==> src/rtl/switch_debouncer.sv <==
// Eight-bit switch debouncer: each raw switch bit is synchronized, then it must disagree
// with its stable level for DEBOUNCE_CYCLES consecutive edges before the level updates.

module switch_debouncer_bit #(
    parameter int unsigned DEBOUNCE_CYCLES = 1000000,
    parameter int unsigned CNT_W           = 20
) (
    input  logic clk,
    input  logic rst,
    input  logic raw_i,
    output logic stable_o,
    output logic changed_o
);
    localparam logic [CNT_W-1:0] CNT_MAX = CNT_W'(DEBOUNCE_CYCLES - 1);

    logic             sync1_q, sync2_q;
    logic             stable_q, stable_d;
    logic             chg_q, chg_d;
    logic [CNT_W-1:0] cnt_q, cnt_d;

    // The counter only runs while the synchronized level disagrees with the stable level.
    // Any agreeing edge drops the run, so the count never wraps.
    always_comb begin
        cnt_d    = '0;
        stable_d = stable_q;
        chg_d    = 1'b0;
        if (sync2_q != stable_q) begin
            if (cnt_q == CNT_MAX) begin
                stable_d = sync2_q;
                chg_d    = 1'b1;
            end else begin
                cnt_d = cnt_q + 1'b1;
            end
        end
    end

    always_ff @(posedge clk or posedge rst) begin
        if (rst) begin
            sync1_q  <= 1'b0;
            sync2_q  <= 1'b0;
            cnt_q    <= '0;
            stable_q <= 1'b0;
            chg_q    <= 1'b0;
        end else begin
            sync1_q  <= raw_i;
            sync2_q  <= sync1_q;
            cnt_q    <= cnt_d;
            stable_q <= stable_d;
            chg_q    <= chg_d;
        end
    end

    assign stable_o  = stable_q;
    assign changed_o = chg_q;
endmodule

module switch_debouncer #(
    parameter int unsigned DEBOUNCE_CYCLES = 1000000
) (
    input  logic       clk,
    input  logic       rst,
    input  logic [7:0] swt_raw,
    output logic [7:0] swt,
    output logic       swt_changed,
    output logic [7:0] changed_mask
);
    localparam int unsigned CNT_W = $clog2(DEBOUNCE_CYCLES);

    for (genvar i = 0; i < 8; i++) begin : g_bit
        switch_debouncer_bit #(
            .DEBOUNCE_CYCLES(DEBOUNCE_CYCLES),
            .CNT_W          (CNT_W)
        ) u_bit (
            .clk      (clk),
            .rst      (rst),
            .raw_i    (swt_raw[i]),
            .stable_o (swt[i]),
            .changed_o(changed_mask[i])
        );
    end

    assign swt_changed = |changed_mask;
endmodule

==> config.mk <==
export PLATFORM = sky130hd
export DESIGN_NAME = switch_debouncer
export DESIGN_NICKNAME = d
export VERILOG_FILES = /design/src/rtl/switch_debouncer.sv
export SDC_FILE = /design/constraint.sdc
export NUM_CORES = 1
export LEC_CHECK = 0
export ABC_AREA = 0
export ABC_CLOCK_PERIOD_IN_PS = 2200
export CELL_PAD_IN_SITES_DETAIL_PLACEMENT = 1
export CELL_PAD_IN_SITES_GLOBAL_PLACEMENT = 2
export CORE_ASPECT_RATIO = 1.75
export CORE_MARGIN = 8
export CORE_UTILIZATION = 42
export CTS_BUF_LIST = sky130_fd_sc_hd__clkbuf_4 sky130_fd_sc_hd__clkbuf_8 sky130_fd_sc_hd__clkbuf_16
export CTS_CLUSTER_DIAMETER = 80
export CTS_CLUSTER_SIZE = 12
export DETAILED_ROUTE_END_ITERATION = 6
export PLACE_DENSITY_LB_ADDON = 0.3
export SYNTH_ARGS = -nofsm -noshare
export SYNTH_HDL_FRONTEND = slang
export SYNTH_HIERARCHICAL = 1
export SYNTH_SLANG_ARGS = --single-unit
==> constraint.sdc <==
create_clock -name clk -period 2.2 [get_ports clk]
set_input_delay 0.44 -clock clk [delete_from_list [all_inputs] [get_ports clk]]
set_output_delay 0.44 -clock clk [all_outputs]
set_load 0.01 [all_outputs]
==> results of run 1 <==
[stage by stage]
step           total power [mW]  cells  hold WS [ns]  util [%]  area, um^2
2_1_floorplan              3.85    875         0.331         -        9570
3_3_place_gp               3.96   1222         0.332      46.0       10400
3_5_place_dp               3.96   1222         0.339      46.0       10400
4_1_cts                    7.20   1254         0.361      48.8       11000
5_1_grt                    7.34   1254         0.365      48.8       11000
6_report                   7.07   1254         0.354      48.8       11000
[worst max-delay path by stage]
stage / end / slack, ns / cells past startpoint
2_1_floorplan: g_bit[0].u_bit/stable_o$_DFFE_PP0P_ / 0.47 / 4
3_3_place_gp: swt_changed / 0.33 / 3
3_5_place_dp: g_bit[2].u_bit/cnt_q[17]$_DFF_PP0_ / 0.32 / 5
4_1_cts: swt_changed / 0.18 / 3
5_1_grt: swt_changed / 0.14 / 3
6_report: swt_changed / 0.20 / 3
[sequential cells by signal, indices dropped and copies added (netlist names)]
register and flops:
g_bit.u_bit/changed_o 8, g_bit.u_bit/cnt_q 160, g_bit.u_bit/sync2_q 8, g_bit.u_bit/stable_o 8
g_bit.u_bit/sync1_q 8
[power by group]
part           leakage [nW]  switching, mW  internal [mW]
combinational          1.72          0.167         0.0964
sequential             2.63         0.0460           3.58
clock                 0.298           1.33           1.85
total                  4.64           1.54           5.53
[cells by family after synthesis]
kind of cell,Yosys count,share of synthesized area (%)
AND/OR/NAND/NOR,443,28.6
AO/OA/AOI/OAI,80,6.49
XOR/XNOR,112,10.3
buffers and inverters,24,1.26
multiplexers,16,2.09
adder cells (fa/ha/maj),8,1.05
flip-flops,192,50.2
[what timing repair did]
action                                  CTS  global route
resized for setup                         3             0
buffers inserted                          0             0
endpoints found under the hold margin     0             0
endpoints found under the setup margin    1             0
[area by class of cell]
cell class / count / share of cell area (%)
clock buffer: 25 / 4.63
clock inverter: 7 / 0.920
inverter: 8 / 0.273
multi-input combinational: 659 / 42.3
sequential: 192 / 43.6
tap: 300 / 3.41
timing repair buffer: 63 / 4.87
[routing by layer]
| layer | share of wire, % | vias to the layer above |
|---|---|---|
| li1 | - | 3310 |
| met1 | 40 | 3592 |
| met2 | 55 | 54 |
| met3 | 3.1 | 22 |
| met4 | 1.9 | 0 |
| met5 | 0 | - |
[Yosys cell counts, drive strengths merged]
| master | n |
|---|---|
| o31ai | 16 |
| nor4b | 8 |
| and2b | 8 |
| nand2 | 57 |
| and4bb | 8 |
| dfrtp | 192 |
| ha | 8 |
| or3 | 16 |
| a21oi | 40 |
| mux2i | 8 |
| and3 | 32 |
| nor2 | 120 |
| nand3 | 56 |
| or4 | 24 |
| mux2 | 8 |
| xnor2 | 56 |
| clkbuf | 8 |
| nor4 | 26 |
| nand4b | 8 |
| and4 | 24 |
| buf | 8 |
| nor3 | 16 |
| o21ai | 16 |
| inv | 8 |
| o41ai | 8 |
| xor2 | 56 |
| nand4 | 40 |
[worst max-delay path: stages, from the launching register on]
cell           delay, ns
dfrtp_1             0.41
nor4_4              0.33
nand2_1             0.09
dlygate4sd2_1       0.29
==> key figures, run 1 <==
Place
  • RePlAce Congestion: between 0.7 and 0.8
  • Setup WS pre-CTS: 0.316 ns
  • Detailed Place HPWL: around 16 mm
  • I/O Buffers: 26

Global routing
  • Pin count of the biggest net entering global routing: 25
  • Total GRT Usage: between 10% and 20%
  • Remaining Overflow, GRT: 0
  • Met1 Usage GRT: a little under a fifth
  • GR peak layer: met2
  • Vias in the first global route: 7777
  • Initial antenna violation count: 0
  • First-pass GRT wire length: just under 40 mm
  • M2 GR Usage: between 30% and 40%
  • GRT met3 Usage: between 3 and 4%

Min path
  • Hold path startpoint: g_bit[2].u_bit/sync1_q$_DFF_PP0_
  • Path type of the worst min-delay path: register to register
  • Hold Path End: g_bit[2].u_bit/sync2_q$_DFF_PP0_
  • Hold Path Stages: 0

Timing
  • Setup slack after layout: 0.199 ns
  • Maximum clock frequency: 500 MHz
  • Worst Tran Pin Value: 0.555 ns
  • Worst Clk Skew: around 0.008 ns
  • Crit path time final: 2.00 ns
  • Setup_tns: 0 ns
  • Fin. Hold Viols: 0
  • Worst slew margin: 62.9%
  • RSZ-0062 raised after global routing: no
  • Final worst path period share: between 90 and 100%
  • Final setup fails: 0
  • Final Slew Violations: 0

Power
  • Worst VDD drop: roughly 0.45 mV
  • PwrDens: ~640 mW/mm^2
  • LEAKAGE: around 4.6 nW

Worst setup path
  • R2R setup slack: around 0.31 ns
  • Worst setup EP type: primary output
  • Crit path kind: register to primary output
  • CP Launch Point: g_bit[1].u_bit/changed_o$_DFF_PP0_
  • Reg-to-reg startpoint: g_bit[2].u_bit/cnt_q[10]$_DFF_PP0_
  • Worst path arrival time: between 1.5 and 2 ns
  • R2R Path End: g_bit[2].u_bit/cnt_q[17]$_DFF_PP0_
  • Worst reg-to-reg path cell count: 5
  • Data required, critical path: 1.76 ns
  • Worst Path Max Fanout: 2
  • Crit start category: register

Layout
  • Commonest non-fill, non-tap cells in the layout: dfrtp_1, nor2_1, nand2_1
  • Area grow syn2layout: 15.1%
  • Fill cell count: between 2000 and 2500
  • Register area: between 0.004 and 0.005 mm^2
  • Most common cell after layout, fill and taps aside: dfrtp_1
  • Nets: approximately 960
  • Diodes inserted: 0
  • Area of the multi-input gates: about 0.0047 mm^2
  • Layout cells sized above 1: about 15%

Clock tree
  • Hold_buf cts: 0
  • Skew-Pair Late Insertion Delay: 0.44 ns
  • CTS tree: done
  • CTS buffer count: 17
  • CTS root buffer: clkbuf_16
  • Clock Sinks: between 150 and 200
  • Clock buffer depth: 2
  • Clk slew on worst S/H paths: about 0.07 ns
  • Htree depth: 4

Floorplan
  • Die Span X: around 130 um
  • Die H: about 220 um
  • Core box area: about 0.023 mm^2
  • Die area: 0.0281 mm^2
  • Initial Util: approximately 42%
  • Num rows: 73
  • Num ports: 27

Route
  • DRC: 0
  • Detailed-router iteration count before antenna repair: 4
  • DRT antenna net count: 0
  • Drt wl/cell: around 18 um
  • Routed vias: 6978
  • Final wirelength: 22.0 mm
  • Routed vias/inst: around 5.6
  • Iter 0 DRT Violations: 260

Synth
  • Register area share after synthesis: roughly 50%
  • YS warnings: 6
  • Mean Syn Cell Area: 10.9 um^2
  • Cell taking the most area after synthesis: dfrtp_1
  • Mapped Area: between 0.009 and 0.01 mm^2
  • Mapped Nets: between 800 and 900
  • Distinct cell type count after synthesis: 32
  • Synth Instances: a little under 900
  • Post-synth top area share: 50.2%
  • Synthesized flop and latch total: ~190
  • Synth area leaders: dfrtp_1, xnor2_1, xor2_1, nor2_1, nand4_1

Job
  • Max-cap viol count: 0

Run status
  • Outcome: completed
Note: power is estimated with default switching activity, not from simulation.
==> run 2, diff against run 1 <==
--- a/config.mk
+++ b/config.mk
@@ -19,2 +19,3 @@
 export PLACE_DENSITY_LB_ADDON = 0.3
+export REMOVE_ABC_BUFFERS = 1
 export SYNTH_ARGS = -nofsm -noshare
--- a/constraint.sdc
+++ b/constraint.sdc
@@ -3,2 +3,2 @@
 set_output_delay 0.44 -clock clk [all_outputs]
-set_load 0.01 [all_outputs]
+set_load 0.05 [all_outputs]
==> key figures, run 2 (synthesis gave the netlist of run 1 again) <==
Route
  • Detailed-router iteration count before antenna repair: 4 (unchanged)
  • Final wirelength: 21.6 mm (-1.9%)
  • Routed vias: 6901 (-1.1%)
  • Drt wl/cell: 17.3 um (-1.6%)
  • Routed vias/inst: 5.52 (-0.79%)
  • DRT antenna net count: 0 (unchanged)
  • Iter 0 DRT Violations: 218 (-16%)
  • DRC: 0 (unchanged)

Worst setup path
  • Reg-to-reg startpoint: g_bit[0].u_bit/cnt_q[12]$_DFF_PP0_
  • Delay-heaviest family, CP: buffers and inverters
  • Crit path buffers/inverters: 1 (unchanged)
  • Cell count along the critical path: 1 (-2)
  • CP Cell Sequence: clkdlybuf4s50_1
  • Data required, critical path: 1.76 ns (about the same)
  • Slowest-stage cell, CP: clkdlybuf4s50_1
  • R2R setup slack: 0.30 ns (about the same)
  • Worst Path Max Fanout: 3 (+1)
  • Worst setup EP type: primary output
  • Critical Path Sink: swt[0]
  • Worst path arrival time: 1.70 ns (+0.14 ns)
  • Worst reg-to-reg path cell count: 4 (-1)
  • R2R Path End: g_bit[0].u_bit/stable_o$_DFFE_PP0P_
  • CP Launch Point: g_bit[0].u_bit/stable_o$_DFFE_PP0P_
  • Crit start category: register
  • Max incr delay on CP: 0.84 ns (+0.43 ns)
  • Crit path kind: register to primary output

Job
  • Max-cap viol count: 0 (unchanged)

Global routing
  • First-pass GRT wire length: 37.6 mm (-2.4%)
  • Vias in the first global route: 7574 (-2.6%)
  • Remaining Overflow, GRT: 0 (unchanged)
  • Pin count of the biggest net entering global routing: 25 (unchanged)
  • Total GRT Usage: 16.8% (-0.27 points)
  • Initial antenna violation count: 0 (unchanged)

Timing
  • Worst Clk Skew: 0.00802 ns (+0.0000288 ns)
  • RSZ-0062 raised after global routing: no
  • Fin. Hold Viols: 0 (unchanged)
  • Worst slew margin: 65.2% (+2.3 points)
  • Setup_tns: 0 ns (unchanged)
  • Crit path time final: 2.14 ns (+0.142 ns)
  • Worst Tran Pin Value: 0.520 ns (-0.0344 ns)
  • Hold_ws: 0.349 ns (-0.00575 ns)
  • Setup slack after layout: 0.0577 ns (-0.142 ns)
  • Maximum clock frequency: 467 MHz (-6.6%)
  • Final setup fails: 0 (unchanged)
  • Final Slew Violations: 0 (unchanged)
  • Final worst path period share: 97.4% (+6.4 points)

Power
  • PwrDens: 642 mW/mm^2 (+0.11%)
  • LEAKAGE: 4.62 nW (-0.56%)
  • Logic gate share of total power: 3.7% (about the same)
  • Clock group share of total power: 44.8% (-0.2 points)
  • Sequential power share: 51.5% (+0.2 points)
  • Switching Share: 22.5% (+0.68 points)
  • Pint: 5.46 mW (-1.3%)
  • Sw power: 1.58 mW (+2.7%)
  • Worst VDD drop: 0.566 mV (+27%)

Floorplan
  • Num rows: 73 (unchanged)
  • Die Span X: 130 um (unchanged)
  • Initial Util: 42.4% (unchanged)
  • Die area: 0.0281 mm^2 (unchanged)
  • Num ports: 27 (unchanged)
  • Die H: 216 um (unchanged)
  • Core box area: 0.0226 mm^2 (unchanged)

Clock tree
  • CTS root buffer: clkbuf_16
  • Skew-Pair Late Insertion Delay: 0.45 ns (about the same)
  • Clk slew on worst S/H paths: 0.07 ns (about the same)
  • CTS tree: done
  • Clock Sinks: 192 (unchanged)
  • Htree depth: 4 (unchanged)
  • CTS buffer count: 17 (unchanged)
  • Clock buffer depth: 2 (unchanged)
  • Postcts setup bufs: 0 (unchanged)

Place
  • Detailed Place HPWL: 15.6 mm (-3.1%)
  • Placed Cells: 1218 (-0.33%)
  • DP Area: 0.0104 mm^2 (-0.31%)
  • Setup WS pre-CTS: 0.318 ns (+0.00242 ns)
  • RePlAce Congestion: 0.767 (-0.69%)
  • I/O Buffers: 26 (unchanged)

Layout
  • Design Area, Final: 0.0110 mm^2 (-0.52%)
  • Filler-free cell count of the finished design: 1250 (-0.32%)
  • Biggest register: g_bit.u_bit/cnt_q
  • Fill cell count: 2525 (+1.5%)
  • Max reg flops: 160 (unchanged)
  • Most common cell after layout, fill and taps aside: dfrtp_1
  • Nets: 955 (-0.42%)
  • Area grow syn2layout: 14.5%
  • Diodes inserted: 0 (unchanged)
  • Commonest non-fill, non-tap cells in the layout: dfrtp_1, nor2_1, nand2_1
  • Layout cells sized above 1: 14.5% (-0.36 points)

Min path
  • Path type of the worst min-delay path: register to register

Run status
  • Outcome: completed
[run 2: cell type report]
| cell class | count | area (um^2) | area share [%] |
|---|---|---|---|
| sequential | 192 | 4800 | 43.9 |
| multi-input combinational | 659 | 4640 | 42.4 |
| timing repair buffer | 59 | 503 | 4.59 |
| clock buffer | 21 | 474 | 4.33 |
| tap | 300 | 375 | 3.43 |
| clock inverter | 11 | 129 | 1.18 |
| inverter | 8 | 30.0 | 0.274 |
[run 2: routing by layer]
metal,track usage [%],wire length (um)
met5,0,0
met3,3.33,433
met4,7.86,564
met1,18.5,8910
met2,29.9,11700
[run 2: worst min path at each step]
| stage | startpoint | end | slack (ns) | cells after the start |
|---|---|---|---|---|
| after global placement | g_bit[6].u_bit/sync1_q$_DFF_PP0_ | g_bit[6].u_bit/sync2_q$_DFF_PP0_ | 0.33 | 0 |
| after global routing | g_bit[3].u_bit/sync1_q$_DFF_PP0_ | g_bit[3].u_bit/sync2_q$_DFF_PP0_ | 0.36 | 0 |
| after CTS | g_bit[7].u_bit/sync1_q$_DFF_PP0_ | g_bit[7].u_bit/sync2_q$_DFF_PP0_ | 0.35 | 0 |
| after detailed placement | g_bit[7].u_bit/sync1_q$_DFF_PP0_ | g_bit[7].u_bit/sync2_q$_DFF_PP0_ | 0.34 | 0 |
| after floorplan | g_bit[0].u_bit/sync1_q$_DFF_PP0_ | g_bit[0].u_bit/sync2_q$_DFF_PP0_ | 0.33 | 0 |
| final | g_bit[7].u_bit/sync1_q$_DFF_PP0_ | g_bit[7].u_bit/sync2_q$_DFF_PP0_ | 0.35 | 0 |
[run 2: power by group through the flow]
stage	Clock [mW]	Sequential (mW)	Combinational, mW
2_1_floorplan	0	3.68	0.159
3_3_place_gp	0	3.69	0.266
3_5_place_dp	0	3.69	0.270
4_1_cts	3.27	3.62	0.272
5_1_grt	3.37	3.63	0.301
6_report	3.16	3.62	0.260
[run 2: through the flow]
stage                     util (%)  total power [mW]
after floorplan                  -              3.84
after global placement        45.9              3.95
after detailed placement      45.9              3.96
after CTS                     48.6              7.17
after global routing          48.6              7.31
final                         48.6              7.04
[run 2: timing repair]
item	CTS	global route
hold buffers	0	0
gates resized for setup	2	0
endpoints found under the setup margin	2	0
